===== src/rtl/msrv32_pkg.sv =====
// rtl/msrv32_pkg.sv - shared msrv32 widths, register address and data word types
//
// Purpose : common constants and types for the integer register file, the
//           decoder and the write-back stage.
// Contents: XLEN, ADDR_W, REG_ZERO, reg_addr_t, word_t.
package msrv32_pkg;

    localparam int XLEN   = 32;
    localparam int ADDR_W = 5;

    typedef logic [ADDR_W-1:0] reg_addr_t;
    typedef logic [XLEN-1:0]   word_t;

    localparam reg_addr_t REG_ZERO = 5'd0;

endpackage : msrv32_pkg


===== src/rtl/msrv32_rf_read_port.sv =====
// rtl/msrv32_rf_read_port.sv - one integer register file read port with x0 forcing and optional bypass
//
// Purpose : selects a register from the storage image, forces x0 to zero,
//           forces zero while reset is asserted and, when MSRV32_RF_BYPASS_EN
//           is defined, forwards the in-flight write-back data (write-first).
// Macro   : MSRV32_RF_BYPASS_EN - enables the write-back forwarding mux.
// Ports   :
//   rst_in      input   reset, active-high (outputs zero while asserted)
//   addr_in     input   ADDR_W  read address
//   regs_in     input   storage image, entries 1..2**ADDR_W-1
//   wr_en_in    input   write enable of the write port
//   rd_addr_in  input   ADDR_W  write address
//   rd_in       input   XLEN    write data
//   rs_out      output  XLEN    read data
module msrv32_rf_read_port
    import msrv32_pkg::*;
#(
    parameter int XLEN_P   = XLEN,
    parameter int ADDR_W_P = ADDR_W
) (
    input  logic                                   rst_in,
    input  logic [ADDR_W_P-1:0]                    addr_in,
    input  logic [(2**ADDR_W_P)-1:1][XLEN_P-1:0]   regs_in,
    input  logic                                   wr_en_in,
    input  logic [ADDR_W_P-1:0]                    rd_addr_in,
    input  logic [XLEN_P-1:0]                      rd_in,
    output logic [XLEN_P-1:0]                      rs_out
);

`ifdef MSRV32_RF_BYPASS_EN
    localparam bit BYPASS_EN = 1'b1;
`else
    localparam bit BYPASS_EN = 1'b0;
`endif

    logic w_addr_zero;
    logic w_fwd_hit;

    assign w_addr_zero = (addr_in == ADDR_W_P'(REG_ZERO));
    assign w_fwd_hit   = BYPASS_EN && wr_en_in && (rd_addr_in == addr_in);

    // Reset and x0 take priority over forwarding, so a write aimed at x0 or
    // a write racing a reset can never leak onto the read data.
    always_comb begin
        rs_out = '0;
        if (rst_in || w_addr_zero) begin
            rs_out = '0;
        end else if (w_fwd_hit) begin
            rs_out = rd_in;
        end else begin
            rs_out = regs_in[addr_in];
        end
    end

endmodule : msrv32_rf_read_port


===== src/rtl/msrv32_integer_file.sv =====
// rtl/msrv32_integer_file.sv - msrv32 RV32I integer register file, 2 read ports, 1 write port
//
// Purpose : holds x1..x31 (x0 is hardwired zero, no storage), commits one
//           write per clock from write-back, serves two combinational reads.
// Macro   : MSRV32_RF_BYPASS_EN - read ports forward rd_in on a same-cycle
//           write to the addressed register (write-first); undefined gives
//           read-before-write.
// Ports   :
//   ms_riscv32_mp_clk_in  input   clock, rising edge
//   ms_riscv32_mp_rst_in  input   synchronous active-high reset, clears x1..x31
//   rs_1_addr_in          input   ADDR_W  source register 1 address
//   rs_2_addr_in          input   ADDR_W  source register 2 address
//   rd_addr_in            input   ADDR_W  destination register address
//   rd_in                 input   XLEN    write-back data
//   wr_en_in              input   write enable (flush already applied upstream)
//   rs_1_out              output  XLEN    read data, port 1
//   rs_2_out              output  XLEN    read data, port 2
module msrv32_integer_file
    import msrv32_pkg::*;
#(
    parameter int XLEN   = msrv32_pkg::XLEN,
    parameter int ADDR_W = msrv32_pkg::ADDR_W
) (
    input  logic              ms_riscv32_mp_clk_in,
    input  logic              ms_riscv32_mp_rst_in,
    input  logic [ADDR_W-1:0] rs_1_addr_in,
    input  logic [ADDR_W-1:0] rs_2_addr_in,
    input  logic [ADDR_W-1:0] rd_addr_in,
    input  logic [XLEN-1:0]   rd_in,
    input  logic              wr_en_in,
    output logic [XLEN-1:0]   rs_1_out,
    output logic [XLEN-1:0]   rs_2_out
);

    localparam int NREG = 2**ADDR_W;

    logic [NREG-1:1][XLEN-1:0] r_regs;
    logic                      w_wr_commit;

    // wr_en_in is trusted as-is; only the x0 target is filtered here.
    assign w_wr_commit = wr_en_in && (rd_addr_in != ADDR_W'(REG_ZERO));

    always_ff @(posedge ms_riscv32_mp_clk_in) begin
        if (ms_riscv32_mp_rst_in) begin
            r_regs <= '0;
        end else if (w_wr_commit) begin
            r_regs[rd_addr_in] <= rd_in;
        end
    end

    msrv32_rf_read_port #(
        .XLEN_P   (XLEN),
        .ADDR_W_P (ADDR_W)
    ) u_read_port_1 (
        .rst_in     (ms_riscv32_mp_rst_in),
        .addr_in    (rs_1_addr_in),
        .regs_in    (r_regs),
        .wr_en_in   (wr_en_in),
        .rd_addr_in (rd_addr_in),
        .rd_in      (rd_in),
        .rs_out     (rs_1_out)
    );

    msrv32_rf_read_port #(
        .XLEN_P   (XLEN),
        .ADDR_W_P (ADDR_W)
    ) u_read_port_2 (
        .rst_in     (ms_riscv32_mp_rst_in),
        .addr_in    (rs_2_addr_in),
        .regs_in    (r_regs),
        .wr_en_in   (wr_en_in),
        .rd_addr_in (rd_addr_in),
        .rd_in      (rd_in),
        .rs_out     (rs_2_out)
    );

endmodule : msrv32_integer_file

===== config.mk =====
export PLATFORM = sky130hd
export DESIGN_NAME = msrv32_integer_file
export DESIGN_NICKNAME = d
export VERILOG_FILES = /design/src/rtl/msrv32_pkg.sv /design/src/rtl/msrv32_rf_read_port.sv /design/src/rtl/msrv32_integer_file.sv
export SDC_FILE = /design/constraint.sdc
export NUM_CORES = 2
export LEC_CHECK = 0
export CAP_MARGIN = 30
export CORE_ASPECT_RATIO = 1.75
export CORE_MARGIN = 4
export CORE_UTILIZATION = 57
export DETAILED_ROUTE_END_ITERATION = 10
export PLACE_DENSITY_LB_ADDON = 0.15
export SLEW_MARGIN = 40
export SYNTH_ARGS = -nofsm -noshare
export SYNTH_HDL_FRONTEND = slang
export SYNTH_SLANG_ARGS = --single-unit

===== constraint.sdc =====
create_clock -name ms_riscv32_mp_clk_in -period 1.95 [get_ports ms_riscv32_mp_clk_in]
set_input_delay 0.195 -clock ms_riscv32_mp_clk_in [delete_from_list [all_inputs] [get_ports ms_riscv32_mp_clk_in]]
set_output_delay 0.195 -clock ms_riscv32_mp_clk_in [all_outputs]
set_load 0.02 [all_outputs]

== Word level (Yosys, flattened, before mapping) ==
Cells that the tools add are included.

* Output and inout bits: 64
* Word-level logic and storage cells: 51
* Bits in registers: 992
* Input bits: 50

* Magnitude comparators: 4
* Reductions and logical operators: 7
* Mux-type cells: 9

{| class="wikitable"
|+ Operators with widths
! kind !! count
|-
| $bwmux W992 || 1
|-
| $bmux W32 S5 || 2
|-
| $demux W32 S5 || 1
|-
| $mux W32 || 5
|-
| $lt A5 B6 Y1 const B || 3
|-
| $logic_not A5 Y1 || 2
|-
| $ge A5 B1 Y1 const B || 1
|-
| $reduce_bool A5 Y1 || 1
|-
| $logic_and A1 B1 Y1 || 2
|-
| $logic_or A1 B1 Y1 || 2
|}

== Logic depth before layout (Yosys ltp) ==
* Depth after elaboration: 5
* Gate-level depth with buffers: 8
* Gate-level depth less buffers: 4

== Modules after synthesis ==
A second synthesis with hierarchy kept.

* Cell total of the unflattened synthesis: 5,095
* Area, all modules: 55,655.9 um^2

{| class="wikitable"
|+ By module, submodules not included
! module !! area an instance (um^2) !! instances !! cells each
|-
| msrv32_integer_file || 38,071.5 || 1 || 3,367
|-
| msrv32_rf_read_port || 8,792.2 || 2 || 864
|}

== Least setup slack after synthesis ==
OpenSTA, ideal clock, no wires.

* Path type: input-to-output
* Start point: input port rs_2_addr_in[2]
* End point: output port rs_2_out[0]
* Buffers on the path: 4
* Cell stages on the path: 7
* Arrival time: 2.046 ns
* Data required time: 1.755 ns
* Path slack: -0.291 ns
* Cell sequence: buf_4 buf_4 buf_2 nand3_1 clkbuf_1 o22ai_1 a2111oi_1

* Longest elaborated chain between the ends: 3
* Elaborated cells between the ends (all ways): 5
* Classes of those cells: 3 x mux; 2 x reduce/logical

{| class="wikitable"
|+ RTL lines
! what !! RTL line !! RTL
|-
| start, declared || msrv32_integer_file.sv:27 || <nowiki>input logic [ADDR_W-1:0] rs_2_addr_in,</nowiki>
|-
| $bmux W32 S5 or $logic_not A5 Y1 (tied branches) || msrv32_rf_read_port.sv:51, msrv32_rf_read_port.sv:39 ||
|-
| $mux W32 (implied by the code) or $logic_or A1 B1 Y1 (tied branches) || msrv32_rf_read_port.sv:51, msrv32_rf_read_port.sv:46 ||
|-
| $mux W32 (*) || msrv32_rf_read_port.sv:46 || <nowiki>if (rst_in || w_addr_zero) begin</nowiki>
|-
| end, declared || msrv32_integer_file.sv:32 || <nowiki>output logic [XLEN-1:0] rs_2_out</nowiki>
|}

Every way passes the cells marked *; elsewhere a longest branch is shown, timed or not. The select of a mux whose other input is x is not followed.

== Worst setup path after layout ==
* Start point: register r_regs[253] (netlist bit)
* End point: output port rs_2_out[29]

* Longest elaborated chain between the ends: 3

{| class="wikitable"
|+ RTL lines
! what !! RTL line !! RTL
|-
| start, declared || msrv32_integer_file.sv:37 || <nowiki>logic [NREG-1:1][XLEN-1:0] r_regs;</nowiki>
|-
| start signal, assigned by index || msrv32_integer_file.sv:47 || <nowiki>r_regs[rd_addr_in] <= rd_in;</nowiki>
|-
| $bmux W32 S5 || msrv32_rf_read_port.sv:51 || <nowiki>rs_out = regs_in[addr_in];</nowiki>
|-
| $mux W32 (implied by the code) || msrv32_rf_read_port.sv:51 ||
|-
| $mux W32 || msrv32_rf_read_port.sv:46 ||
|}

Every way passes these cells. The select of a mux whose other input is x is not followed.

==> flow_metrics.py <==
metrics = {
    "sta": {
        "fin_crit_ns": 2.741,
        "setup_ws_ns": -0.7912,
        "clock_skew_ns": 0,
        "setup_violations": 64,
        "relSlewSlack_pct": 34.83,
        "worst_pin_slew_ns": 0.9776,
        "fmax_ghz": 0.3648,
        "finalCritPeriodShare_pct": 140.6,
        "rsz0062_at_grt": "true",
        "final_hold_viol_count": 0,
        "slew_viol_final": 0,
    },
    "route": {
        "drt-total-wl_um": 219300,
        "num_vias": 53070,
        "drt-initial-drc-count": 7665,
        "route.detailed.drc": 0,
        "dr.pass1.iters": 10,
        "vias_per_cell": 6.753,
        "wl_per_cell_um": 27.91,
        "postRouteAntennaNets": 0,
    },
    "critical_path": {
        "worstSetupPathType": "reg2out",
        "slowest_stage": "a2111oi_4",
        "r2r_end": "r_regs[281]",
        "reg2reg_depth": 5,
        "crit_chain": "buf_4 > mux4_2 > mux2_4 > a21oi_2 > buf_4 > a2111oi_4 > buf_4",
        "crit_buf_inv": 3,
        "regToRegStartpoint": "r_regs[281]",
        "crit_top_cell": "buf_4",
        "crit_arrival_ns": 2.55,
        "path_delay_family": "compound AO/OA/AOI/OAI gates",
        "r2r_slack_ns": 1.02,
        "crit_path_max_incr_delay_ns": 0.52,
        "path_max_fanout": 2,
        "cp-start-kind": "register",
        "cp.required_ns": 1.75,
        "cp-end-kind": "output pin",
    },
    "clock_tree": {
        "clk_latency_ns": 0.70,
        "cts_buffer_depth": 3,
        "cts_sinks": 992,
        "cts_tree": "built",
        "htree_levels": 3,
        "cts_root_buf": "clkbuf_16",
        "cts_inserted_buffers": 92,
        "path_clk_slew_ns": 0.07,
    },
    "logic_synthesis": {
        "avgSynthCellArea_sq_um": 8.729,
        "synth_flop_cell": "dfxtp_1",
        "ys_async_sr_fraction_pct": 0,
        "synth_top_area_share_pct": 38.99,
        "synth_seq_cells": 992,
        "syn-num-nets": 5886,
        "synth_warnings": 0,
        "syn_inst": 5836,
        "synth_most_common_cell": "nand2_1",
        "synth_edf_count": 0,
        "synthTopCellsByCount": "nand2_1 (2038), a21oi_1 (1025), dfxtp_1 (992)",
        "synth_area_leaders": "dfxtp_1 (39%), mux4_2 (18%), nand2_1 (15%)",
        "yosysSeqAreaShare_pct": 38.99,
        "syn_area_sq_um": 50940,
        "yosys.area.top_type": "dfxtp_1",
        "synth_cell_type_count": 57,
    },
    "die": {
        "fp.dieArea_sq_um": 94400,
        "rows": 144,
        "fp.coreArea_sq_um": 88280,
        "die_x_um": 234.0,
        "pin_count": 114,
        "initial_core_util_pct": 57.70,
        "die_h_um": 403.5,
    },
    "pwr": {
        "finalPower_mw": 45.33,
        "internal-power_mw": 33.41,
        "vdd_ir_drop_max_uv": 731.4,
        "switching_share_pct": 26.30,
        "power_switching_mw": 11.92,
        "p_comb_share_pct": 12.6,
        "p_leak_nw": 24.42,
        "p_seq_share_pct": 45.2,
        "clock_power_share_pct": 42.2,
        "powerDensity_nw_per_um2": 668.4,
    },
    "worst_hold_path": {
        "hp-start": "ms_riscv32_mp_rst_in",
        "min_path_type": "in2reg",
        "min_to": "r_regs[881]",
        "holdPathStages": 3,
    },
    "global_route": {
        "grt_pass1_wl_um": 319400,
        "overflow": 0,
        "track_usage_pct": 45.21,
        "grt_max_degree": 164,
        "grt_pass1_vias": 52945,
        "antenna_found_initial": 4,
    },
    "finish": {
        "post_route_cells_drive_above_1_share_pct": 36.93,
        "top_regs": "r_regs: 992 flops",
        "fill_cells": 5972,
        "nets": 6667,
        "area_delta_synth_final_pct": 33.13,
        "largest_register": "r_regs",
        "largest_reg_flops": 992,
    },
    "placement": {
        "place.detailed.hpwl_um": 144300,
        "routabilityCongestion": 0.9876,
        "numPortBuffers": 113,
        "dp_slack_ns": -0.9342,
    },
    "run_status": {
        "violations": "negative setup slack",
        "status": "finished with violations",
    },
    "flow_run": {
        "cap_viol_max_count": 0,
    },
}
==> layout by cell type, fill, tap and decap left out, drive strengths merged, types with 19 or more instances in the layout <==
cell,Yosys,routed
a2111oi,25,25
nor2b,82,82
clkinv,6,21
o22ai,32,32
and3,32,32
nand2,2038,2038
clkbuf,392,132
mux4,408,408
dfxtp,992,992
a211oi,26,26
mux2,110,110
nor2,30,30
a21oi,1025,1025
clkdlybuf4s50,0,39
o2111ai,19,19
a22oi,67,67
buf,227,1262
mux2i,107,107
a31oi,31,31
a221oi,53,53
a222oi,19,19
or3,44,44
==> power by group through the flow <==
stage          clock [mW]  sequential, mW  combinational [mW]
6_report             19.1            20.5                5.70
3_5_place_dp            0            21.0                5.21
2_1_floorplan           0            20.9                2.70
4_1_cts              19.1            20.5                5.42
3_3_place_gp            0            20.9                5.17
5_1_grt              19.9            20.5                5.81
==> final cells by class <==
type	instances	area (sq um)	share of cell area, %
Multi-Input combinational cell	4218	30240	44.58
Sequential cell	992	20140	29.70
Timing Repair Buffer	1306	12850	18.95
Clock buffer	129	2654	3.913
Tap cell	1168	1461	2.155
Clock inverter	34	437.9	0.6457
Inverter	7	26.28	0.03874
Antenna cell	5	12.51	0.01845
==> metal layers <==
metal | vias up | share of wire, % | global-route usage, % | routed length, um
met3 | 1645 | 13 | 12.45 | 27810
met1 | 25030 | 31 | 51.31 | 69010
met2 | 4380 | 44 | 69.00 | 97260
met4 | 4 | 11 | 40.36 | 25130
met5 | - | 0.044 | 0 | 97
li1 | 22011 | - | - | -
==> worst register-to-register path, stage by stage, from the launching register on <==
cell and delay, ns:
dfxtp_2 0.32, buf_6 0.11, buf_4 0.12, buf_4 0.12, nand2_1 0.05, a21oi_1 0.06
==> how the worst max path moves through the flow <==
stage,startpoint,end,slack (ns),cells after the start
after floorplan,rs_2_addr_in[0],rs_2_out[12],-0.02,7
after global placement,rs_2_addr_in[0],rs_2_out[5],-0.92,10
after detailed placement,rs_1_addr_in[0],rs_1_out[24],-0.93,9
after CTS,r_regs[213],rs_2_out[21],-0.74,6
after global routing,r_regs[125],rs_2_out[29],-0.77,6
final,r_regs[253],rs_2_out[29],-0.79,7
==> per-stage QoR <==
step                      hold WS [ns]   TNS, ns  utilization (%)  instances  cell area [sq um]
after global routing           0.08266    -36.07            76.81       7855              67810
after detailed placement        0.4570    -95.54            70.95       7664              62640
after global placement          0.4492    -82.10            70.91       7663              62600
final                          0.08442    -34.24            76.82       7859              67820
after CTS                      0.04693    -33.78            76.04       7842              67140
after floorplan                 0.3310  -0.06168                -       5836              51420
==> what timing repair did <==
item                                    CTS  global route
hold buffers                              2             0
buffers inserted                         19            14
hold endpoints to repair                  4             0
endpoints found under the setup margin   64            64
pin swaps                               124            72
cloned                                    0             1
resized for setup                       697           181
==> kinds of logic after synthesis <==
kind of cell | share of synthesized area [%]
compound gates | 14.67
buf+inv | 5.716
flops | 38.99
mux | 22.62
simple gates | 18.00
Power figures use the tool's default switching activity.
